### src/rtl/j4_uart.sv
// rtl/j4_uart.sv - memory-mapped 8N1 UART target for the j4 core I/O bus
// Receiver, RX FIFO and RX status flags are built only when J4_UART_RX_EN is defined.
module j4_uart #(
    parameter logic [15:0] BASE      = 16'h4000,
    parameter logic [15:0] DIV_RESET = 16'd433,
    parameter int          TX_AW     = 2,
    parameter int          RX_AW     = 2
) (
    input  logic        clk,
    input  logic        rst,
    input  logic        io_we,
    input  logic        io_re,
    input  logic [15:0] io_ptr,
    input  logic [15:0] io_out,
    output logic [15:0] io_in,
    output logic        uart_tx,
    input  logic        uart_rx
);
    localparam logic [TX_AW:0] TX_INC = 1;

    logic w_hit0, w_hit1, w_hit2;
    assign w_hit0 = (io_ptr == BASE);
    assign w_hit1 = (io_ptr == BASE + 16'd1);
    assign w_hit2 = (io_ptr == BASE + 16'd2);

    logic [15:0] r_div;
    always_ff @(posedge clk) begin
        if (rst)                  r_div <= DIV_RESET;
        else if (io_we && w_hit2) r_div <= io_out;
    end

    typedef enum logic {TX_IDLE, TX_SHIFT} tx_state_t;
    tx_state_t      r_tx_state;
    logic [9:0]     r_tx_sh;
    logic [3:0]     r_tx_bitn;
    logic [15:0]    r_tx_cnt;
    logic           r_tx_out;
    logic [7:0]     r_tx_mem [2**TX_AW];
    logic [TX_AW:0] r_tx_wp, r_tx_rp, w_tx_cnt;
    logic           w_tx_empty, w_tx_full, w_tx_push, w_tx_pop, w_tx_last, w_tx_busy;
    logic [7:0]     w_tx_head;

    // Pointers carry one extra bit so a full FIFO is distinguishable from empty.
    assign w_tx_cnt   = r_tx_wp - r_tx_rp;
    assign w_tx_empty = (w_tx_cnt == '0);
    assign w_tx_full  = w_tx_cnt[TX_AW];
    assign w_tx_head  = r_tx_mem[r_tx_rp[TX_AW-1:0]];
    assign w_tx_last  = (r_tx_state == TX_SHIFT) && (r_tx_cnt == 16'd0) && (r_tx_bitn == 4'd9);
    assign w_tx_pop   = ((r_tx_state == TX_IDLE) || w_tx_last) && !w_tx_empty;
    assign w_tx_push  = io_we && w_hit0 && (!w_tx_full || w_tx_pop);
    assign w_tx_busy  = !w_tx_empty || (r_tx_state == TX_SHIFT);
    assign uart_tx    = r_tx_out;

    always_ff @(posedge clk) begin
        if (w_tx_push) r_tx_mem[r_tx_wp[TX_AW-1:0]] <= io_out[7:0];
    end

    always_ff @(posedge clk) begin
        if (rst) begin
            r_tx_wp <= '0;
            r_tx_rp <= '0;
        end else begin
            if (w_tx_push) r_tx_wp <= r_tx_wp + TX_INC;
            if (w_tx_pop)  r_tx_rp <= r_tx_rp + TX_INC;
        end
    end

    // A pop at the end of the stop bit reloads on the same edge: no idle gap.
    always_ff @(posedge clk) begin
        if (rst) begin
            r_tx_state <= TX_IDLE;
            r_tx_sh    <= '1;
            r_tx_bitn  <= 4'd0;
            r_tx_cnt   <= 16'd0;
            r_tx_out   <= 1'b1;
        end else if (w_tx_pop) begin
            r_tx_state <= TX_SHIFT;
            r_tx_sh    <= {1'b1, w_tx_head, 1'b0};
            r_tx_bitn  <= 4'd0;
            r_tx_cnt   <= r_div;
            r_tx_out   <= 1'b0;
        end else if (r_tx_state == TX_SHIFT) begin
            if (r_tx_cnt != 16'd0) begin
                r_tx_cnt <= r_tx_cnt - 16'd1;
            end else if (r_tx_bitn == 4'd9) begin
                r_tx_state <= TX_IDLE;
                r_tx_out   <= 1'b1;
            end else begin
                r_tx_sh   <= {1'b1, r_tx_sh[9:1]};
                r_tx_out  <= r_tx_sh[1];
                r_tx_bitn <= r_tx_bitn + 4'd1;
                r_tx_cnt  <= r_div;
            end
        end
    end

    logic       w_rx_valid, w_ovr, w_ferr;
    logic [7:0] w_rx_data;

`ifdef J4_UART_RX_EN
    localparam logic [RX_AW:0] RX_INC = 1;

    typedef enum logic [1:0] {RX_IDLE, RX_START, RX_DATA, RX_STOP} rx_state_t;
    rx_state_t      r_rx_state;
    logic           r_rx_s1, r_rx_s2, r_rx_prev, r_rx_brk, r_rx_ovr, r_rx_ferr;
    logic [15:0]    r_rx_cnt;
    logic [2:0]     r_rx_bitn;
    logic [7:0]     r_rx_sh;
    logic [7:0]     r_rx_mem [2**RX_AW];
    logic [RX_AW:0] r_rx_wp, r_rx_rp, w_rx_cnt;
    logic           w_rx_empty, w_rx_full, w_rx_push, w_rx_pop, w_rx_done, w_rx_bad, w_rx_smp;
    logic [16:0]    w_div_p1;
    logic [15:0]    w_half;

    assign w_div_p1   = {1'b0, r_div} + 17'd1;
    assign w_half     = w_div_p1[16:1] - 16'd1;
    assign w_rx_cnt   = r_rx_wp - r_rx_rp;
    assign w_rx_empty = (w_rx_cnt == '0);
    assign w_rx_full  = w_rx_cnt[RX_AW];
    assign w_rx_smp   = (r_rx_state == RX_STOP) && !r_rx_brk && (r_rx_cnt == 16'd0);
    assign w_rx_done  = w_rx_smp && r_rx_s2;
    assign w_rx_bad   = w_rx_smp && !r_rx_s2;
    assign w_rx_pop   = io_re && w_hit0 && !w_rx_empty;
    assign w_rx_push  = w_rx_done && (!w_rx_full || w_rx_pop);
    assign w_rx_valid = !w_rx_empty;
    assign w_rx_data  = w_rx_empty ? 8'h00 : r_rx_mem[r_rx_rp[RX_AW-1:0]];
    assign w_ovr      = r_rx_ovr;
    assign w_ferr     = r_rx_ferr;

    always_ff @(posedge clk) begin
        if (w_rx_push) r_rx_mem[r_rx_wp[RX_AW-1:0]] <= r_rx_sh;
    end

    always_ff @(posedge clk) begin
        if (rst) begin
            r_rx_wp   <= '0;
            r_rx_rp   <= '0;
            r_rx_ovr  <= 1'b0;
            r_rx_ferr <= 1'b0;
        end else begin
            if (w_rx_push) r_rx_wp <= r_rx_wp + RX_INC;
            if (w_rx_pop)  r_rx_rp <= r_rx_rp + RX_INC;
            if (io_we && w_hit1 && io_out[2]) r_rx_ovr  <= 1'b0;
            if (io_we && w_hit1 && io_out[3]) r_rx_ferr <= 1'b0;
            if (w_rx_done && w_rx_full && !w_rx_pop) r_rx_ovr <= 1'b1;
            if (w_rx_bad) r_rx_ferr <= 1'b1;
        end
    end

    // After a bad stop bit, r_rx_brk holds STOP until the line returns high.
    always_ff @(posedge clk) begin
        if (rst) begin
            r_rx_s1    <= 1'b1;
            r_rx_s2    <= 1'b1;
            r_rx_prev  <= 1'b1;
            r_rx_state <= RX_IDLE;
            r_rx_cnt   <= 16'd0;
            r_rx_bitn  <= 3'd0;
            r_rx_sh    <= 8'h00;
            r_rx_brk   <= 1'b0;
        end else begin
            r_rx_s1   <= uart_rx;
            r_rx_s2   <= r_rx_s1;
            r_rx_prev <= r_rx_s2;
            case (r_rx_state)
                RX_IDLE: begin
                    if (!r_rx_s2 && r_rx_prev) begin
                        r_rx_state <= RX_START;
                        r_rx_cnt   <= w_half;
                    end
                end
                RX_START: begin
                    if (r_rx_cnt != 16'd0) r_rx_cnt <= r_rx_cnt - 16'd1;
                    else if (r_rx_s2)      r_rx_state <= RX_IDLE;
                    else begin
                        r_rx_state <= RX_DATA;
                        r_rx_cnt   <= r_div;
                        r_rx_bitn  <= 3'd0;
                    end
                end
                RX_DATA: begin
                    if (r_rx_cnt != 16'd0) r_rx_cnt <= r_rx_cnt - 16'd1;
                    else begin
                        r_rx_sh   <= {r_rx_s2, r_rx_sh[7:1]};
                        r_rx_bitn <= r_rx_bitn + 3'd1;
                        r_rx_cnt  <= r_div;
                        if (r_rx_bitn == 3'd7) r_rx_state <= RX_STOP;
                    end
                end
                default: begin
                    if (r_rx_brk) begin
                        if (r_rx_s2) begin
                            r_rx_brk   <= 1'b0;
                            r_rx_state <= RX_IDLE;
                        end
                    end else if (r_rx_cnt != 16'd0) r_rx_cnt <= r_rx_cnt - 16'd1;
                    else if (r_rx_s2)              r_rx_state <= RX_IDLE;
                    else                           r_rx_brk <= 1'b1;
                end
            endcase
        end
    end
`else
    logic w_unused;
    assign w_unused   = ^{io_re, uart_rx};
    assign w_rx_valid = 1'b0;
    assign w_ovr      = 1'b0;
    assign w_ferr     = 1'b0;
    assign w_rx_data  = 8'h00;
`endif

    always_comb begin
        io_in = 16'h0000;
        if (w_hit0)      io_in = {8'h00, w_rx_data};
        else if (w_hit1) io_in = {11'd0, w_tx_busy, w_ferr, w_ovr, w_tx_full, w_rx_valid};
        else if (w_hit2) io_in = r_div;
    end
endmodule

### config.mk
export PLATFORM = sky130hd
export DESIGN_NAME = j4_uart
export DESIGN_NICKNAME = d
export VERILOG_FILES = /design/src/rtl/j4_uart.sv
export SDC_FILE = /design/constraint.sdc
export NUM_CORES = 1
export LEC_CHECK = 0
export BUFFER_PORTS_ARGS = -buffer_cell sky130_fd_sc_hd__buf_2
export CAP_MARGIN = 25
export CORE_MARGIN = 5
export CORE_UTILIZATION = 46
export DETAILED_ROUTE_END_ITERATION = 12
export PLACE_DENSITY = 0.75
export SLEW_MARGIN = 15
export SYNTH_ARGS = -nofsm -noshare
export SYNTH_HDL_FRONTEND = slang
export SYNTH_SLANG_ARGS = --single-unit
### constraint.sdc
create_clock -name clk -period 3.15 [get_ports clk]
set_input_delay 0.1575 -clock clk [delete_from_list [all_inputs] [get_ports clk]]
set_output_delay 0.1575 -clock clk [all_outputs]
set_load 0.05 [all_outputs]
# After elaboration in Yosys (flattened, before gate mapping)
# Memory sizes are Yosys's and may differ from the RTL's. A register that Yosys moved wholly into a read port is not among the register bits.
# Cells that the tools add are included.
[op_classes]
bitwise_logic = 3
n_mux = 23
n_reduce_logical = 20
n_eq_ne = 7
add_sub_neg = 5
[op_table]
columns = ["operator", "n"]
rows = [
  ["16-bit 2-to-1 mux", 7],
  ["16-bit by 15-bit equality test with 1-bit output (second input constant)", 3],
  ["9-bit 2-to-1 mux", 4],
  ["16-bit logical NOT", 1],
  ["16-bit nonzero test", 1],
  ["16-bit by 1-bit subtractor with 16-bit output (second input constant)", 1],
  ["1-bit 2-to-1 mux", 10],
  ["3-bit by 1-bit adder with 3-bit output (second input constant)", 2],
  ["1-bit logical AND", 6],
  ["3-bit AND reduction", 2],
  ["4-bit by 1-bit adder with 4-bit output (second input constant)", 1],
  ["4-bit equality test (second input constant)", 1],
  ["2-bit 2-to-1 mux", 2],
  ["2-bit != test (second input constant)", 2],
  ["2-bit AND reduction", 2],
  ["3-bit logical NOT", 1],
  ["1-bit logical OR", 3],
  ["3-bit by 2-bit != test with 1-bit output (second input constant)", 1],
  ["1-bit inverter", 3],
  ["3-bit subtractor", 1],
  ["1-bit logical NOT", 2],
  ["2-bit nonzero test", 1],
  ["2-bit OR reduction", 1],
]
[totals]
register_bits = 53
ram_bits = 32
memories = 1
inputBits = 37
out_inout_bits = 17
[memory_table]
columns = ["memory", "words", "width", "rd", "rd_clocked_by_memory_dff", "write_ports", "line", "rtl"]
rows = [
  ["r_tx_mem", 4, 8, 1, 1, 1, "38", "logic [7:0] r_tx_mem [2**TX_AW];"],
]

# Longest topological paths before layout
[logic_depth]
depth_word = 9
mapped_depth = 10

# Least setup slack after synthesis
# Ideal clock, no wire load.
[synth_timing]
path_type = "register to register"
startpoint = "register r_tx_cnt[0]"
endpoint = "memory r_tx_mem[0][0], enable pin"
setup_ns = 0.310
period_less_slack_ns = 2.473
setup_slack_ns = 0.677
t_arrival_ns = 2.163
required_ns = 2.840
path_stages_with_launch = 8
cell_sequence = "dfxtp_1 -> inv_1 -> ha_1 -> nor3b_2 -> nand3_2 -> or3_4 -> a311oi_4 -> and2_2"
[synth_via]
elab_chain_cells = 9
[synth_rtl]
columns = ["item", "line", "rtl"]
rows = [
  ["from (decl)", "36", "logic [15:0] r_tx_cnt;"],
  ["from (signal assigned)", "80", "r_tx_cnt <= r_div;"],
  ["from (signal assigned)", "84", "r_tx_cnt <= r_tx_cnt - 16'd1;"],
  ["from (signal assigned)", "92", "r_tx_cnt <= r_div;"],
  ["16-bit logical NOT", "48", "assign w_tx_last = (r_tx_state == TX_SHIFT) && (r_tx_cnt == 16'd0) && (r_tx_bitn == 4'd9);"],
  ["1-bit logical AND (2 in series)", "48", ""],
  ["1-bit logical OR", "49", "assign w_tx_pop = ((r_tx_state == TX_IDLE) || w_tx_last) && !w_tx_empty;"],
  ["1-bit logical AND", "49", ""],
  ["1-bit logical OR", "50", "assign w_tx_push = io_we && w_hit0 && (!w_tx_full || w_tx_pop);"],
  ["1-bit logical AND", "50", ""],
  ["1-bit 2-to-1 mux", "55", "if (w_tx_push) r_tx_mem[r_tx_wp[TX_AW-1:0]] <= io_out[7:0];"],
  ["1-bit 2-to-1 mux (implied by the code)", "55", ""],
  ["to (decl)", "38", ""],
]
# Every way passes these cells.

# Worst setup path in the final report
[layout_timing]
startpoint = "register r_tx_cnt[0]"
endpoint = "memory r_tx_mem[0][6], enable pin"
# The elaborated chain is that of the path after synthesis.

==> flow_metrics.env <==
export IMPL_fin_tns_setup_ps=0
export IMPL_diodes=0
export IMPL_r2r_end="r_tx_mem[0][6]$_DFFE_PP_"
export IMPL_final_cell_area_um2=4574
export IMPL_worstSetupEndpointType="flop"
export IMPL_grt_usage_pct=17.89
export IMPL_cts_root_buf="clkbuf_8"
export IMPL_synthesis_nets=444
export IMPL_area_growth_pct=13.79
export IMPL_synth_warnings=0
export IMPL_timing_rr_start="r_tx_cnt[0]$_SDFFE_PP0P_"
export IMPL_route_detailed_drc=0
export IMPL_grt_first_pass_wirelength_mm=14.77
export IMPL_port_buffers=51
export IMPL_drtIter0Drc=202
export IMPL_hp_start="io_out[8]"
export IMPL_postCtsHoldBufs=0
export IMPL_via_count=3133
export IMPL_synth_seq_cells=86
export IMPL_design_final_nets=492
export IMPL_max_stage_delay_ps=520
export IMPL_worstPathMaxFanout=8
export IMPL_avgSynthCellArea_um2=10.13
export IMPL_timing_final_crit_share_pct=91.93
export IMPL_start_util_pct=46.55
export IMPL_drtPass1Iterations=4
export IMPL_gr_total_overflow=0
export IMPL_core_area_um2=8636
export IMPL_numCtsBuffers=9
export IMPL_cts_tree="built"
export IMPL_synth_edff_count=32
export IMPL_rsz0062_at_grt="no"
export IMPL_critPathKind="reg -> reg"
export IMPL_ctsResizeCount=0
export IMPL_ant_nets=0
export IMPL_globalplace_congestion=0.8314
export IMPL_num_io_pins=54
export IMPL_cp_arrival_ps=2960
export IMPL_htreeDepth=3
export IMPL_dp_hpwl_mm=6.775
export IMPL_hold_path_end="r_div[8]$_SDFFE_PP1P_"
export IMPL_drv_cap=0
export IMPL_core_rowCount=34
export IMPL_grt_pass1_vias=2999
export IMPL_finalCriticalPeriod_ps=2896
export IMPL_avgViaCountPerCell=5.615
export IMPL_fin_skew_ps=15.71
export IMPL_synth_cell_types=49
export IMPL_startpoint_type="flop"
export IMPL_clk_path_buf_depth=2
export IMPL_fillers=755
export IMPL_layout_drive_gt1_share_pct=21.56
export IMPL_p_leak_nw=1.773
export IMPL_r2r_cells=7
export IMPL_fmax_mhz=345.3
export IMPL_crit_required_ps=3210
export IMPL_p_per_area_nw_per_um2=865.4
export IMPL_maxSlewHeadroom_pct=48.20
export IMPL_synth_fa_ha_area_share_pct=3.112
export IMPL_placement_cell_area_um2=4378
export IMPL_power_total_w=0.003959
export IMPL_synthXorXnorAreaFrac_pct=1.961
export IMPL_dieHeight_um=103.5
export IMPL_yosysSeqAreaShare_pct=50.79
export IMPL_die_area_um2=10710
export IMPL_grt_antenna_before_repair=0
export IMPL_hold_depth=3
export IMPL_hold_class="in -> reg"
export IMPL_outcome="completed"
export IMPL_synth_top_flop_cell="dfxtp_1"
export IMPL_synth_top_family_by_area="simple AND/OR/NAND/NOR gates"
export IMPL_ys_async_sr_fraction_pct=0
export IMPL_die_w_um=103.5
export IMPL_setup_viol=0
export IMPL_muxShareOfSynthArea_pct=7.719
export IMPL_peakVddDrop_mv=0.3431
export IMPL_tightest_slew_ps=769.8
export IMPL_post_cts_buffers=0
export IMPL_synth_compound_area_share_pct=13.10
export IMPL_fin_ws_ps=254.1
export IMPL_clock_latency_ps=370
export IMPL_synth_simple_area_share_pct=19.79
export IMPL_ff2ff_setup_slack_ps=250
export IMPL_dp_slack_ps=307.3
export IMPL_crit_chain="inv_1, ha_1, nor3b_2, nand3_2, or3_4, a311oi_4, and2_2"
export IMPL_path_clk_slew_ps=100
export IMPL_wl_per_cell_um=16.34
export IMPL_hold_viol=0
export IMPL_syn_inst=397
export IMPL_syn_cell_area_um2=4020
export IMPL_cts_sinks=86
export IMPL_drt_total_wl_mm=9.119
export IMPL_crit_slowest_cell="a311oi_4"
export IMPL_slew_viol_final=0
export IMPL_grt_max_degree=28
==> worst max-delay path by stage <==
stage | startpoint | endpoint | slack, ps
finish | r_tx_cnt[0]$_SDFFE_PP0P_ | r_tx_mem[0][6]$_DFFE_PP_ | 250
global route | r_tx_cnt[0]$_SDFFE_PP0P_ | r_tx_cnt[11]$_SDFFE_PP0P_ | 90
CTS | r_tx_cnt[0]$_SDFFE_PP0P_ | r_tx_mem[3][7]$_DFFE_PP_ | 290
detailed placement | r_tx_cnt[0]$_SDFFE_PP0P_ | r_tx_mem[0][4]$_DFFE_PP_ | 310
global placement | r_tx_cnt[0]$_SDFFE_PP0P_ | r_tx_mem[0][2]$_DFFE_PP_ | 390
floorplan | r_tx_cnt[0]$_SDFFE_PP0P_ | r_tx_mem[0][0]$_DFFE_PP_ | 680
==> registers in the layout, summed over array words and instances, names as in the netlist, named ones only <==
register / cells
r_div: 16
r_tx_bitn: 4
r_tx_cnt: 16
r_tx_mem: 32
r_tx_rp: 3
r_tx_sh: 8
r_tx_state: 1
r_tx_wp: 3
uart_tx: 1
==> synth_stat cells, types with 7 or more instances <==
cell,instances,share of area [%]
xnor2_1,7,1.5
o21ai_0,15,1.9
dfxtp_1,54,27
ha_1,10,3.1
nand2_1,43,4.0
edfxtp_1,32,24
and3_1,10,1.6
clkbuf_1,15,1.4
mux2i_1,13,3.2
nand3_1,8,1.0
nor2_1,24,2.2
o22ai_1,7,1.1
a21oi_1,37,4.6
mux4_2,8,4.5
and2_1,17,2.6
inv_1,15,1.4
nor3_1,12,1.5
==> cell type report <==
class                      count  area, µm²  area share [%]
sequential                    86       2042           44.64
multi-input combinational    275       1837           40.15
timing repair buffer          58      307.8           6.729
tap                          108      135.1           2.954
clock buffer                   9      123.9           2.708
clock inverter                 7      72.57           1.586
inverter                      15      56.30           1.231
==> cell families (layout without fill, tap and decap cells) <==
logic type / count (synthesis) / count (layout)
flip-flops: 86 / 86
adder cells (fa/ha/maj): 10 / 10
multiplexers: 21 / 21
AND/OR/NAND/NOR: 151 / 151
AO/OA/AOI/OAI: 84 / 84
XOR/XNOR: 9 / 9
buffers and inverters: 36 / 89
==> where the power goes <==
group          internal (W)  total (W)  switching [W]
logic              0.000721    0.00174        0.00102
clock network      0.000312   0.000765       0.000452
registers           0.00129    0.00145       0.000160
total               0.00232    0.00396        0.00163
==> worst max-delay path: cells and delay by family (launching register included) <==
kind / cells / cell delay (ps)
AOI/OAI and AO/OA: 1 / 520
adders and majority gates: 1 / 210
and+or+nand+nor: 4 / 1380
buffers and inverters: 1 / 120
DFF: 1 / 360
==> placed cells by master (no fill, tap or decap), drive strengths merged, types with 4 or more instances in the layout <==
cell / netlist / final
a21oi: 37 / 37
o32ai: 5 / 5
xnor2: 7 / 7
nor3: 15 / 15
nand3: 9 / 9
dfxtp: 54 / 54
ha: 10 / 10
and3: 10 / 10
clkbuf: 15 / 9
buf: 6 / 58
o31ai: 4 / 4
and2: 21 / 21
nand2: 43 / 43
mux2i: 13 / 13
o21ai: 17 / 17
nor2: 24 / 24
nand3b: 6 / 6
edfxtp: 32 / 32
mux4: 8 / 8
inv: 15 / 20
nor4: 5 / 5
o22ai: 7 / 7
==> per-layer routing <==
| layer | vias up | track usage, % | part of all wire (%) |
|---|---|---|---|
| met3 | 16 | 3.353 | 5.6 |
| met4 | 0 | 6.574 | 1.7 |
| met2 | 111 | 28.19 | 48 |
| li1 | 1534 | - | - |
| met5 | - | 0 | 0 |
| met1 | 1472 | 24.65 | 45 |
==> stage by stage <==
stage	hold WS, ps	cells	utilization (%)
after floorplan	256.4	397	-
after global placement	382.3	542	50.70
after detailed placement	384.2	542	50.70
after CTS	0.04632	558	52.97
after global routing	14.87	558	52.97
final	13.50	558	52.97
Power figures use the tool's default switching activity.
